==> src/rtl/eq_ctrl_pkg.sv <==
// Shared definitions for the EQ gain loader slice.
//   eq_state_e      loader FSM states
//   EQ_MAX_FILTERS  upper bound on gain entries (sizes the banks and the 4-bit index)
//   EQ_GAIN_W       width of one signed gain value
package eq_ctrl_pkg;

  localparam int unsigned EQ_MAX_FILTERS = 16;
  localparam int unsigned EQ_GAIN_W      = 16;

  typedef enum logic [2:0] {
    StIdle,
    StPend,
    StRst,
    StGap,
    StWr,
    StWgap,
    StDone
  } eq_state_e;

endpackage

==> src/rtl/eq_gain_loader_if.sv <==
// Bus bundle between the CPU/audio side and the EQ gain loader.
//   master: drives CPU strobes, frame strobes and EQ status; observes loader outputs
//   slave : the loader itself
interface eq_gain_loader_if;
  import eq_ctrl_pkg::*;

  logic                 cpu_wr;
  logic [3:0]           cpu_addr;
  logic [EQ_GAIN_W-1:0] cpu_data;
  logic                 commit;
  logic                 clr_status;
  logic                 r_data_en;
  logic                 eq_valid;
  logic                 wr_addr_zero;
  logic                 eq_wr;
  logic                 eq_wr_rst;
  logic [7:0]           eq_gain_lsb;
  logic [7:0]           eq_gain_msb;
  logic                 busy;
  logic                 done;
  logic                 err;
  logic                 tear;

  modport master (
    output cpu_wr, cpu_addr, cpu_data, commit, clr_status, r_data_en, eq_valid, wr_addr_zero,
    input  eq_wr, eq_wr_rst, eq_gain_lsb, eq_gain_msb, busy, done, err, tear
  );

  modport slave (
    input  cpu_wr, cpu_addr, cpu_data, commit, clr_status, r_data_en, eq_valid, wr_addr_zero,
    output eq_wr, eq_wr_rst, eq_gain_lsb, eq_gain_msb, busy, done, err, tear
  );

endinterface

==> src/rtl/eq_gain_bank.sv <==
// Shadow and active gain banks.
//   clk, reset      clock, synchronous active-high reset (clears both banks)
//   cpu_wr/addr/data  shadow write port; addresses >= num_of_filters are dropped
//   snap            copy shadow -> active on this edge (same-cycle cpu_wr lands in shadow only)
//   rd_idx, rd_data combinational read of the active bank
module eq_gain_bank
  import eq_ctrl_pkg::*;
#(
  parameter int unsigned num_of_filters = 4
) (
  input  logic                 clk,
  input  logic                 reset,
  input  logic                 cpu_wr,
  input  logic [3:0]           cpu_addr,
  input  logic [EQ_GAIN_W-1:0] cpu_data,
  input  logic                 snap,
  input  logic [3:0]           rd_idx,
  output logic [EQ_GAIN_W-1:0] rd_data
);

  // Banks span the full 4-bit index; entries at or above num_of_filters are never written
  // and stay zero.
  logic [EQ_GAIN_W-1:0] shadow_q [EQ_MAX_FILTERS];
  logic [EQ_GAIN_W-1:0] active_q [EQ_MAX_FILTERS];
  logic                 wr_hit;

  assign wr_hit = cpu_wr && ({28'd0, cpu_addr} < num_of_filters);

  always_ff @(posedge clk) begin
    if (reset) begin
      for (int unsigned k = 0; k < EQ_MAX_FILTERS; k++) begin
        shadow_q[k] <= '0;
        active_q[k] <= '0;
      end
    end else begin
      if (wr_hit) shadow_q[cpu_addr] <= cpu_data;
      // Reads the pre-edge shadow, so a simultaneous cpu_wr is excluded from the snapshot.
      if (snap) begin
        for (int unsigned k = 0; k < EQ_MAX_FILTERS; k++) begin
          active_q[k] <= shadow_q[k];
        end
      end
    end
  end

  assign rd_data = active_q[rd_idx];

endmodule

==> src/rtl/eq_gain_loader.sv <==
// Transfers a committed bank of EQ gains into the EQ gain RAM.
//   clk, reset  clock, synchronous active-high reset
//   bus         eq_gain_loader_if.slave: CPU shadow writes/commit/clr_status, audio frame
//               strobes (r_data_en, eq_valid), EQ status (wr_addr_zero) and the EQ write
//               side (eq_wr, eq_wr_rst, gain bytes) plus busy/done/err/tear status.
// A load waits in PEND for the frame window, pulses eq_wr_rst, then issues one eq_wr every
// other cycle so the EQ has a cycle to advance its write address.
module eq_gain_loader
  import eq_ctrl_pkg::*;
#(
  parameter int unsigned num_of_filters = 4
) (
  input  logic              clk,
  input  logic              reset,
  eq_gain_loader_if.slave   bus
);

  localparam logic [3:0] LastIdx = 4'(num_of_filters - 1);

  eq_state_e            state_q, state_d;
  logic [3:0]           idx_q, idx_d;
  logic [EQ_GAIN_W-1:0] gain_q, gain_d;
  logic [EQ_GAIN_W-1:0] rd_data;
  logic                 snap;
  logic                 pending_q, pending_d;
  logic                 win_open_q, win_open_d;
  logic                 err_q, err_d;
  logic                 tear_q, tear_d;
  logic                 err_set, tear_set, loading;

  eq_gain_bank #(
    .num_of_filters(num_of_filters)
  ) u_bank (
    .clk     (clk),
    .reset   (reset),
    .cpu_wr  (bus.cpu_wr),
    .cpu_addr(bus.cpu_addr),
    .cpu_data(bus.cpu_data),
    .snap    (snap),
    .rd_idx  (idx_d),
    .rd_data (rd_data)
  );

  always_comb begin
    state_d   = state_q;
    idx_d     = idx_q;
    gain_d    = gain_q;
    snap      = 1'b0;
    pending_d = pending_q;

    unique case (state_q)
      StIdle: begin
        if (bus.commit) begin
          snap    = 1'b1;
          state_d = StPend;
        end
      end
      StPend: begin
        if (win_open_q && !bus.r_data_en) state_d = StRst;
      end
      StRst:  state_d = StGap;
      StGap: begin
        idx_d   = '0;
        gain_d  = rd_data;
        state_d = StWr;
      end
      StWr:   state_d = StWgap;
      StWgap: begin
        if (idx_q == LastIdx) begin
          state_d = StDone;
        end else begin
          idx_d   = idx_q + 4'd1;
          gain_d  = rd_data;
          state_d = StWr;
        end
      end
      StDone: begin
        // A commit arriving in DONE itself is folded in rather than lost.
        if (pending_q || bus.commit) begin
          snap      = 1'b1;
          pending_d = 1'b0;
          state_d   = StPend;
        end else begin
          state_d = StIdle;
        end
      end
      default: state_d = StIdle;
    endcase

    if (bus.commit && (state_q != StIdle) && (state_q != StDone)) pending_d = 1'b1;
  end

  // Frame window: closed by a frame start, reopened by frame completion; close wins.
  always_comb begin
    win_open_d = win_open_q;
    if (bus.r_data_en)     win_open_d = 1'b0;
    else if (bus.eq_valid) win_open_d = 1'b1;
  end

  assign loading  = (state_q == StRst) || (state_q == StGap) ||
                    (state_q == StWr)  || (state_q == StWgap);
  assign err_set  = (state_q == StGap) && !bus.wr_addr_zero;
  assign tear_set = loading && bus.r_data_en;

  always_comb begin
    err_d  = err_q;
    tear_d = tear_q;
    if (bus.clr_status) begin
      err_d  = 1'b0;
      tear_d = 1'b0;
    end
    if (err_set)  err_d  = 1'b1;
    if (tear_set) tear_d = 1'b1;
  end

  always_ff @(posedge clk) begin
    if (reset) begin
      state_q    <= StIdle;
      idx_q      <= '0;
      gain_q     <= '0;
      pending_q  <= 1'b0;
      win_open_q <= 1'b1;
      err_q      <= 1'b0;
      tear_q     <= 1'b0;
    end else begin
      state_q    <= state_d;
      idx_q      <= idx_d;
      gain_q     <= gain_d;
      pending_q  <= pending_d;
      win_open_q <= win_open_d;
      err_q      <= err_d;
      tear_q     <= tear_d;
    end
  end

  assign bus.eq_wr       = (state_q == StWr);
  assign bus.eq_wr_rst   = (state_q == StRst);
  assign bus.done        = (state_q == StDone);
  assign bus.busy        = (state_q != StIdle);
  assign bus.eq_gain_lsb = gain_q[7:0];
  assign bus.eq_gain_msb = gain_q[EQ_GAIN_W-1:8];
  assign bus.err         = err_q;
  assign bus.tear        = tear_q;

endmodule

==> src/flat_wrapper.sv <==
// flat-port wrapper written by rule: the top's interface ports become plain ports
module eq_gain_loader_flat import eq_ctrl_pkg::*;
#(
  parameter int unsigned num_of_filters = 4
)
  (clk, reset, bus_cpu_wr, bus_cpu_addr, bus_cpu_data, bus_commit, bus_clr_status, bus_r_data_en, bus_eq_valid, bus_wr_addr_zero, bus_eq_wr, bus_eq_wr_rst, bus_eq_gain_lsb, bus_eq_gain_msb, bus_busy, bus_done, bus_err, bus_tear);
  eq_gain_loader_if bus_i ();
  input  logic clk;
  input  logic reset;
  input wire logic [$bits(bus_i.cpu_wr)-1:0] bus_cpu_wr;
  input wire logic [$bits(bus_i.cpu_addr)-1:0] bus_cpu_addr;
  input wire logic [$bits(bus_i.cpu_data)-1:0] bus_cpu_data;
  input wire logic [$bits(bus_i.commit)-1:0] bus_commit;
  input wire logic [$bits(bus_i.clr_status)-1:0] bus_clr_status;
  input wire logic [$bits(bus_i.r_data_en)-1:0] bus_r_data_en;
  input wire logic [$bits(bus_i.eq_valid)-1:0] bus_eq_valid;
  input wire logic [$bits(bus_i.wr_addr_zero)-1:0] bus_wr_addr_zero;
  output wire logic [$bits(bus_i.eq_wr)-1:0] bus_eq_wr;
  output wire logic [$bits(bus_i.eq_wr_rst)-1:0] bus_eq_wr_rst;
  output wire logic [$bits(bus_i.eq_gain_lsb)-1:0] bus_eq_gain_lsb;
  output wire logic [$bits(bus_i.eq_gain_msb)-1:0] bus_eq_gain_msb;
  output wire logic [$bits(bus_i.busy)-1:0] bus_busy;
  output wire logic [$bits(bus_i.done)-1:0] bus_done;
  output wire logic [$bits(bus_i.err)-1:0] bus_err;
  output wire logic [$bits(bus_i.tear)-1:0] bus_tear;
  assign bus_i.cpu_wr = bus_cpu_wr;
  assign bus_i.cpu_addr = bus_cpu_addr;
  assign bus_i.cpu_data = bus_cpu_data;
  assign bus_i.commit = bus_commit;
  assign bus_i.clr_status = bus_clr_status;
  assign bus_i.r_data_en = bus_r_data_en;
  assign bus_i.eq_valid = bus_eq_valid;
  assign bus_i.wr_addr_zero = bus_wr_addr_zero;
  assign bus_eq_wr = bus_i.eq_wr;
  assign bus_eq_wr_rst = bus_i.eq_wr_rst;
  assign bus_eq_gain_lsb = bus_i.eq_gain_lsb;
  assign bus_eq_gain_msb = bus_i.eq_gain_msb;
  assign bus_busy = bus_i.busy;
  assign bus_done = bus_i.done;
  assign bus_err = bus_i.err;
  assign bus_tear = bus_i.tear;
  eq_gain_loader #(.num_of_filters(num_of_filters)) u_core (.clk(clk), .reset(reset), .bus(bus_i));
endmodule
==> config.mk <==
export PLATFORM = sky130hd
export DESIGN_NAME = eq_gain_loader_flat
export DESIGN_NICKNAME = d
export VERILOG_FILES = /design/src/rtl/eq_ctrl_pkg.sv /design/src/rtl/eq_gain_loader_if.sv /design/src/rtl/eq_gain_bank.sv /design/src/rtl/eq_gain_loader.sv /design/src/flat_wrapper.sv
export SDC_FILE = /design/constraint.sdc
export NUM_CORES = 1
export LEC_CHECK = 0
export BUFFER_PORTS_ARGS = -buffer_cell sky130_fd_sc_hd__clkbuf_2
export CORE_MARGIN = 2
export CORE_UTILIZATION = 67
export CTS_CLUSTER_DIAMETER = 100
export CTS_CLUSTER_SIZE = 10
export DETAILED_ROUTE_END_ITERATION = 12
export PLACE_DENSITY = 0.89
export RECOVER_POWER = 100
export SLEW_MARGIN = 20
export SYNTH_ARGS = -nofsm -noshare
export SYNTH_HDL_FRONTEND = slang
export SYNTH_HIERARCHICAL = 1
export SYNTH_SLANG_ARGS = --single-unit
export TNS_END_PERCENT = 30
==> constraint.sdc <==
create_clock -name clk -period 12.3 [get_ports clk]
set_clock_uncertainty 0.15 [all_clocks]
set_input_delay 1.23 -clock clk [delete_from_list [all_inputs] [get_ports clk]]
set_output_delay 1.23 -clock clk [all_outputs]
set_load 0.05 [all_outputs]
Word level (Yosys, flattened, before mapping)
Memories as Yosys holds them, arrays and structs flattened.
Index checks and enable logic that the tools add are counted.
{ "classes": {"order_cmp": 1, "bitwise": 16, "muxes": 47, "n_div": 0, "n_eq_ne": 11, "addsub": 1, "reduce_logical": 24, "shift": 0, "mul": 0} }
{ "op_table": {"columns": ["cell", "n"], "rows": [
  ["$mux W16", 18],
  ["$pmux W16 S2", 1],
  ["$pmux W3 S7", 1],
  ["$mux W1", 20],
  ["$or A1 B1 Y1", 16],
  ["$reduce_or A16 Y1", 1],
  ["$reduce_bool A2 Y1", 6],
  ["$eq A3 B3 Y1 const B", 3],
  ["$mux W4", 2],
  ["$pmux W4 S2", 1],
  ["$eq A3 B2 Y1 const B", 2],
  ["$logic_and A1 B1 Y1", 6],
  ["$mux W3", 2],
  ["$reduce_and A2 Y1", 3],
  ["$add A4 B1 Y4 const B", 1],
  ["$eq A4 B2 Y1 const B", 1],
  ["$logic_or A1 B1 Y1", 4],
  ["$lt A4 B3 Y1 const B", 1],
  ["$ne A2 B2 Y1 const B", 2],
  ["$eq A3 B1 Y1 const B", 1],
  ["$logic_not A3 Y1", 1],
  ["$ne A3 B3 Y1 const B", 1],
  ["$reduce_bool A3 Y1", 1],
  ["$logic_not A1 Y1", 2],
  ["3 further kinds", 3]
]} }
{ "word_totals": {"regBits": 27, "output_inout_bits": 22, "in_bits": 28, "elab_cells": 109, "mem_bits_ro": 0, "mem_bits_rw": 512, "n_memories": 2, "latchBits": 0} }
{ "mem_list": {"columns": ["memory", "words", "word_bits", "read_ports", "rd_clocked_by_memory_dff", "wr", "line", "rtl"], "rows": [
  ["u_core.u_bank.active_q", 16, 16, 1, 0, 16, "eq_gain_bank.sv:24", "logic [EQ_GAIN_W-1:0] active_q [EQ_MAX_FILTERS];"],
  ["u_core.u_bank.shadow_q", 16, 16, 16, 0, 16, "eq_gain_bank.sv:23", "logic [EQ_GAIN_W-1:0] shadow_q [EQ_MAX_FILTERS];"]
]} }

Logic depth before layout (Yosys ltp)
Gate-level depths: netlist of the first run.
{ "depth": {"word_depth": 7, "mapped_depth": 14, "ltp_nobuf": 10} }

Hierarchy
Netlist of the first run, hierarchy kept.
{ "modules_own_cells": {"columns": ["mod", "area_each_um2", "n_inst", "cells_per_inst"], "rows": [
  ["eq_gain_bank", 19600.0, 1, 1029],
  ["eq_gain_loader", 1680.4, 1, 192]
]} }

Worst setup path after synthesis of the first run
No wires, ideal clock.
{ "synth_path": {"path_kind": "input to register", "startpoint": "input reset", "endpoint": "memory u_core.u_bank.active_q[0][0], enable pin", "setup_time_ns": 0.511, "n_path_buf": 3, "path_stages": 4, "required_time_ns": 11.639, "path_slack_ns": 6.682, "arrival_ns": 4.957, "cell_sequence": "buf_2 -> buf_2 -> clkbuf_1 -> or2_2"} }
{ "synth_rtl": {"columns": ["element", "line", "rtl"], "rows": [
  ["from (decl)", "flat_wrapper.sv:9", "input logic reset;"],
  ["to (decl)", "eq_gain_bank.sv:24", null]
]} }

==> reports/results.ini, run 1 <==
[run_status]
status=finished, violations left
violations=max-capacitance violations, max-slew violations

[floorplan]
die_y_um=182
core_area_mm2=0.0314
fp.dieArea_mm2=0.0332
io_pins=50
initial_core_util_pct=67.8
rows=65
die_w_um=182

[setup_path]
critPathKind=in -> reg
critPathMaxFanout=90
cp.arrival_ns=7.73
required_ns=12.23
worstSetupStartpointType=input pin
endpoint_kind=flip-flop

[clock_tree]
cts_sinks=539
postCtsHoldBufs=0
htree_levels=2
clock_path_buffers=3
path_clk_slew_ns=0.05
cts_made_buffers=59
cts_setup_buffers=0
cts-root-buf=clkbuf_16
cts_tree=done
cts_resized=0
clock_latency_ns=0.58

[final_layout]
layout_commonest_cell=edfxtp_1
final_cells=1893
final_layout_size_suffix_gt1_share_pct=11.7
area_growth_pct=12.9
nNetsFinal=1480
layout_common_cells=edfxtp_1, conb_1, and2_0
n_antenna_cell=0

[place]
routabilityCongestion=0.835
dp_slack_ns=7.50
hpwl_mm=20.6
io_buffers=49
dpl.cell_count=1792

[yosys]
synth_edf_count=512
ys_top_cells_by_area=edfxtp_1, and2_1, mux4_2
yosys_warnings=6
synth-async-reset-ratio_pct=0
yosysSeqAreaShare_pct=74.8
synth_top_cell_by_area=edfxtp_1
synthFlopType=edfxtp_1
netlist_instances=1221
syn_area_mm2=0.0213
synth_seq_cells=539
ys_types=50
syn_avg_cell_area_um2=17.4
yosys.area.top_type_share_pct=72.2

[timing]
drv_slew=371
setup-tns-final_ns=0
fmax_mhz=128
setup_viol=0
tightest_slew_ns=4.23
rsz0062_at_grt=false
finalCritPeriodShare_pct=63.4
min_period_ns=7.80
setup_ws_ns=4.50
slew_headroom_pct=-182
hold_viol=0

[power]
internal_power_uw=3160
p_clk_share_pct=38.6
seq_power_share_pct=56.1
p_comb_share_pct=5.3
peakVddDrop_mv=0.103
power_density_mw_per_mm2=166
sw_frac_of_total_pct=20.6
p_sw_uw=820
p_leak_uw=0.00855
total_power_uw=3980

[route]
drc_errors=0
dr.first_iter.drc_count=1069
first_pass_iters=7
wl_per_cell_um=20.2
totalWireLength_mm=38.3
vias=10800
via_per_inst=5.69
ant_nets=0

[global_routing]
grt_max_degree=109
overflow=0
antenna_found_initial=0
grt_pass1_wl_mm=59.1
grt.total_usage_pct=23.5
first_global_vias=11000

[min_path]
min_path_type=reg -> reg

[flow_run]
drv_cap=9

==> worst paths after layout <==
| check | start | endpoint | slack (ns) | depth (start not counted) |
|---|---|---|---|---|
| worst min register to register | u_core/u_bank/shadow_q[9][6] | u_core/u_bank/active_q[9][6] | 0.35 | 1 |
| worst max-delay path | reset | u_core/u_bank/active_q[12][9] | 4.50 | 3 |
| worst min-delay path | u_core/u_bank/shadow_q[9][6] | u_core/u_bank/active_q[9][6] | 0.35 | 1 |
| worst max register to register | u_core/state_q[1] | u_core/u_bank/active_q[5][15] | 5.40 | 6 |
==> final cells by class <==
type | instances | area [um2]
Inverter | 8 | 30.0
Tap cell | 402 | 503
Sequential cell | 539 | 15900
Clock buffer | 99 | 1650
Multi-Input combinational cell | 778 | 5590
Fill cell | 1642 | 7360
Timing Repair Buffer | 65 | 327
Clock inverter | 2 | 25.0
==> critical path, cell delays in order <==
cell      delay (ns)
clkbuf_1        2.93
or2_4           0.85
clkbuf_1        2.61
==> power groups by stage <==
stage	sequential, uW	clock [uW]	combinational, uW
finish	2230	1540	213
global route	2250	1630	232
CTS	2230	1560	213
detailed placement	2260	0	209
global placement	2250	0	200
floorplan	2260	0	149
==> registers in the layout, summed over array words and instances (netlist names) <==
signal / count
u_core/win_open_q: 1
u_core/pending_q: 1
u_core/bus.err: 1
u_core/idx_q: 4
u_core/gain_q: 16
u_core/bus.tear: 1
u_core/u_bank/active_q: 256
u_core/state_q: 3
u_core/u_bank/shadow_q: 256
==> synth_stat cells, drive strengths merged (16+ instances only) <==
cell and number:
a22oi 32, a32oi 16, and2 241, buf 35, clkbuf 52, dfxtp 27
edfxtp 512, mux2i 17, mux4 64, nand2 20, nand3 18, nor2b 103
o221ai 16
==> kinds of logic after synthesis <==
group                      synth area share [%]
muxes                                      7.57
adders and majority gates                0.0588
AOI/OAI and AO/OA                          3.20
buffers and inverters                      2.19
xor gates and xnor gates                 0.0412
DFF                                        74.8
and+or+nand+nor                            12.1
other                                    0.0176
==> per-layer routing <==
layer / share of wire [%] / GRT usage (%) / up-vias
li1: - / - / 4858
met4: 3.5 / 10.1 / 0
met3: 7.1 / 3.63 / 113
met2: 52 / 40.6 / 444
met5: 0 / 0 / -
met1: 37 / 30.1 / 5353
==> metrics by stage <==
step                util (%)  instance area [um2]  hold WS, ns
global placement        71.5                22500        0.349
detailed placement      71.5                22500        0.351
finish                  76.6                24000        0.354
floorplan                  -                22000        0.331
global route            76.6                24000        0.369
CTS                     76.9                24100        0.360
Note: power is estimated with default switching activity, not from simulation.
==> run 2, diff against run 1 <==
- CORE_UTILIZATION: 67 -> 56
- PLACE_DENSITY: 0.89 -> 0.79
- clock period: 12.3 -> 6.8 ns (I/O delays scaled with it)
==> reports/results.ini, run 2 (synthesis results as in run 1) <==
[floorplan]
rows=71  ; +9.2%
fp.dieArea_mm2=0.0396  ; +19%
die_w_um=199  ; +9.2%
initial_core_util_pct=56.6  ; -11 points
io_pins=50  ; unchanged
core_area_mm2=0.0376  ; +20%
die_y_um=199  ; +9.2%

[final_layout]
multiInputGateArea_mm2=0.00558  ; about the same
layout_commonest_cell=edfxtp_1
nNetsFinal=1482  ; +0.14%
reg_top3=u_core/u_bank/active_q: 256 flops, u_core/u_bank/shadow_q: 256 flops, u_core/gain_q: 16 flops
area_growth_pct=14.2
layout_common_cells=edfxtp_1, conb_1, and2_0
register_area_mm2=0.0159  ; unchanged
n_antenna_cell=0  ; unchanged
final_cells=2013  ; +6.3%
num-fill-cells=2526  ; +54%
final_layout_size_suffix_gt1_share_pct=12.1  ; +0.38 points

[setup_path]
reg2reg_from=u_core/state_q[0]
cp.arrival_ns=5.48  ; -2.25 ns
critPathMaxFanout=73  ; -19%
endpoint_kind=flip-flop
critPathKind=in -> reg
worstSetupStartpointType=input pin
startpoint=reset
required_ns=6.84  ; -5.39 ns

[place]
dpl.cell_count=1901  ; +6.1%
routabilityCongestion=0.841  ; +0.71%
io_buffers=49  ; unchanged
hpwl_mm=20.2  ; -1.9%

[power]
p_leak_uw=0.00863  ; +0.92%
peakVddDrop_mv=0.168  ; +63%
total_power_uw=7220  ; +81%
power_density_mw_per_mm2=297  ; +79%

[route]
first_pass_iters=5  ; -2
ant_nets=0  ; unchanged
wl_per_cell_um=17.4  ; -14%
via_per_inst=5.12  ; -9.9%
totalWireLength_mm=35.1  ; -8.4%
dr.first_iter.drc_count=819  ; -23%
drc_errors=0  ; unchanged
vias=10300  ; -4.2%

[timing]
setup-tns-final_ns=0  ; unchanged
drv_slew=246  ; -34%
finalCritPeriodShare_pct=80.0
slew_headroom_pct=-141  ; +41 points
tightest_slew_ns=3.62  ; -0.609 ns
hold_ws_ns=0.196  ; -0.158 ns
rsz0062_at_grt=false
fmax_mhz=184
hold_viol=0  ; unchanged
setup_viol=0  ; unchanged
min_period_ns=5.44

[clock_tree]
cts_setup_buffers=0  ; unchanged
htree_levels=2  ; unchanged
cts_resized=0  ; unchanged
cts_made_buffers=59  ; unchanged
postCtsHoldBufs=0  ; unchanged
cts_tree=done
clock_path_buffers=3  ; unchanged
path_clk_slew_ns=0.06  ; about the same
cts_sinks=539  ; unchanged
clock_latency_ns=0.58  ; about the same
cts-root-buf=clkbuf_16

[min_path]
min_from=bus_r_data_en
min_path_type=in -> reg

[global_routing]
antenna_found_initial=0  ; unchanged
first_global_vias=10200  ; -7.1%
overflow=0  ; unchanged
grt_pass1_wl_mm=54.3  ; -8.2%
grt.total_usage_pct=18.1  ; -5.4 points
grt_max_degree=99  ; -9.2%

[run_status]
violations=max-capacitance violations, max-slew violations
status=finished, violations left

[flow_run]
drv_cap=7  ; -2

==> run 2: final cells by class <==
class | count | share of cell area [%]
clock buffer | 110 | 7.04
timing repair buffer | 67 | 1.71
sequential | 539 | 65.5
tap | 511 | 2.63
inverter | 8 | 0.124
multi-input combinational | 778 | 23.0
==> run 2: metrics by stage <==
step / utilization (%) / instance area (um2) / setup WS [ns]
floorplan: - / 22000 / 1.73
global placement: 60.2 / 22600 / 2.24
detailed placement: 60.2 / 22600 / 2.18
CTS: 64.8 / 24300 / 2.15
global route: 64.7 / 24300 / 0.952
finish: 64.7 / 24300 / 1.36
==> run 2: worst paths after layout <==
path | depth (start not counted) | slack (ns) | endpoint
max reg2reg | 10 | 1.99 | u_core/gain_q[14]
min reg2reg | 1 | 0.36 | u_core/u_bank/active_q[8][2]
max | 3 | 1.36 | u_core/u_bank/active_q[9][5]
min | 2 | 0.20 | u_core/win_open_q
==> run 2: report_power, final <==
group	internal, uW	leakage (uW)	total, uW	switching, uW
clock network	1670	0.000810	2810	1150
registers	3950	0.00544	4030	75.8
logic	140	0.00238	373	234
total	5760	0.00863	7220	1460
==> run 2: routing by layer <==
layer	wire length (um)	part of all wire (%)	GRT usage [%]
met5	0	0	0
met4	1140	3.3	7.10
met3	2330	6.7	3.53
met2	17900	51	31.0
met1	13700	39	23.1
==> run 2: critical path, cell delays in order <==
cell and delay, ns:
clkbuf_1 2.49, or2_0 1.48, buf_4 0.78
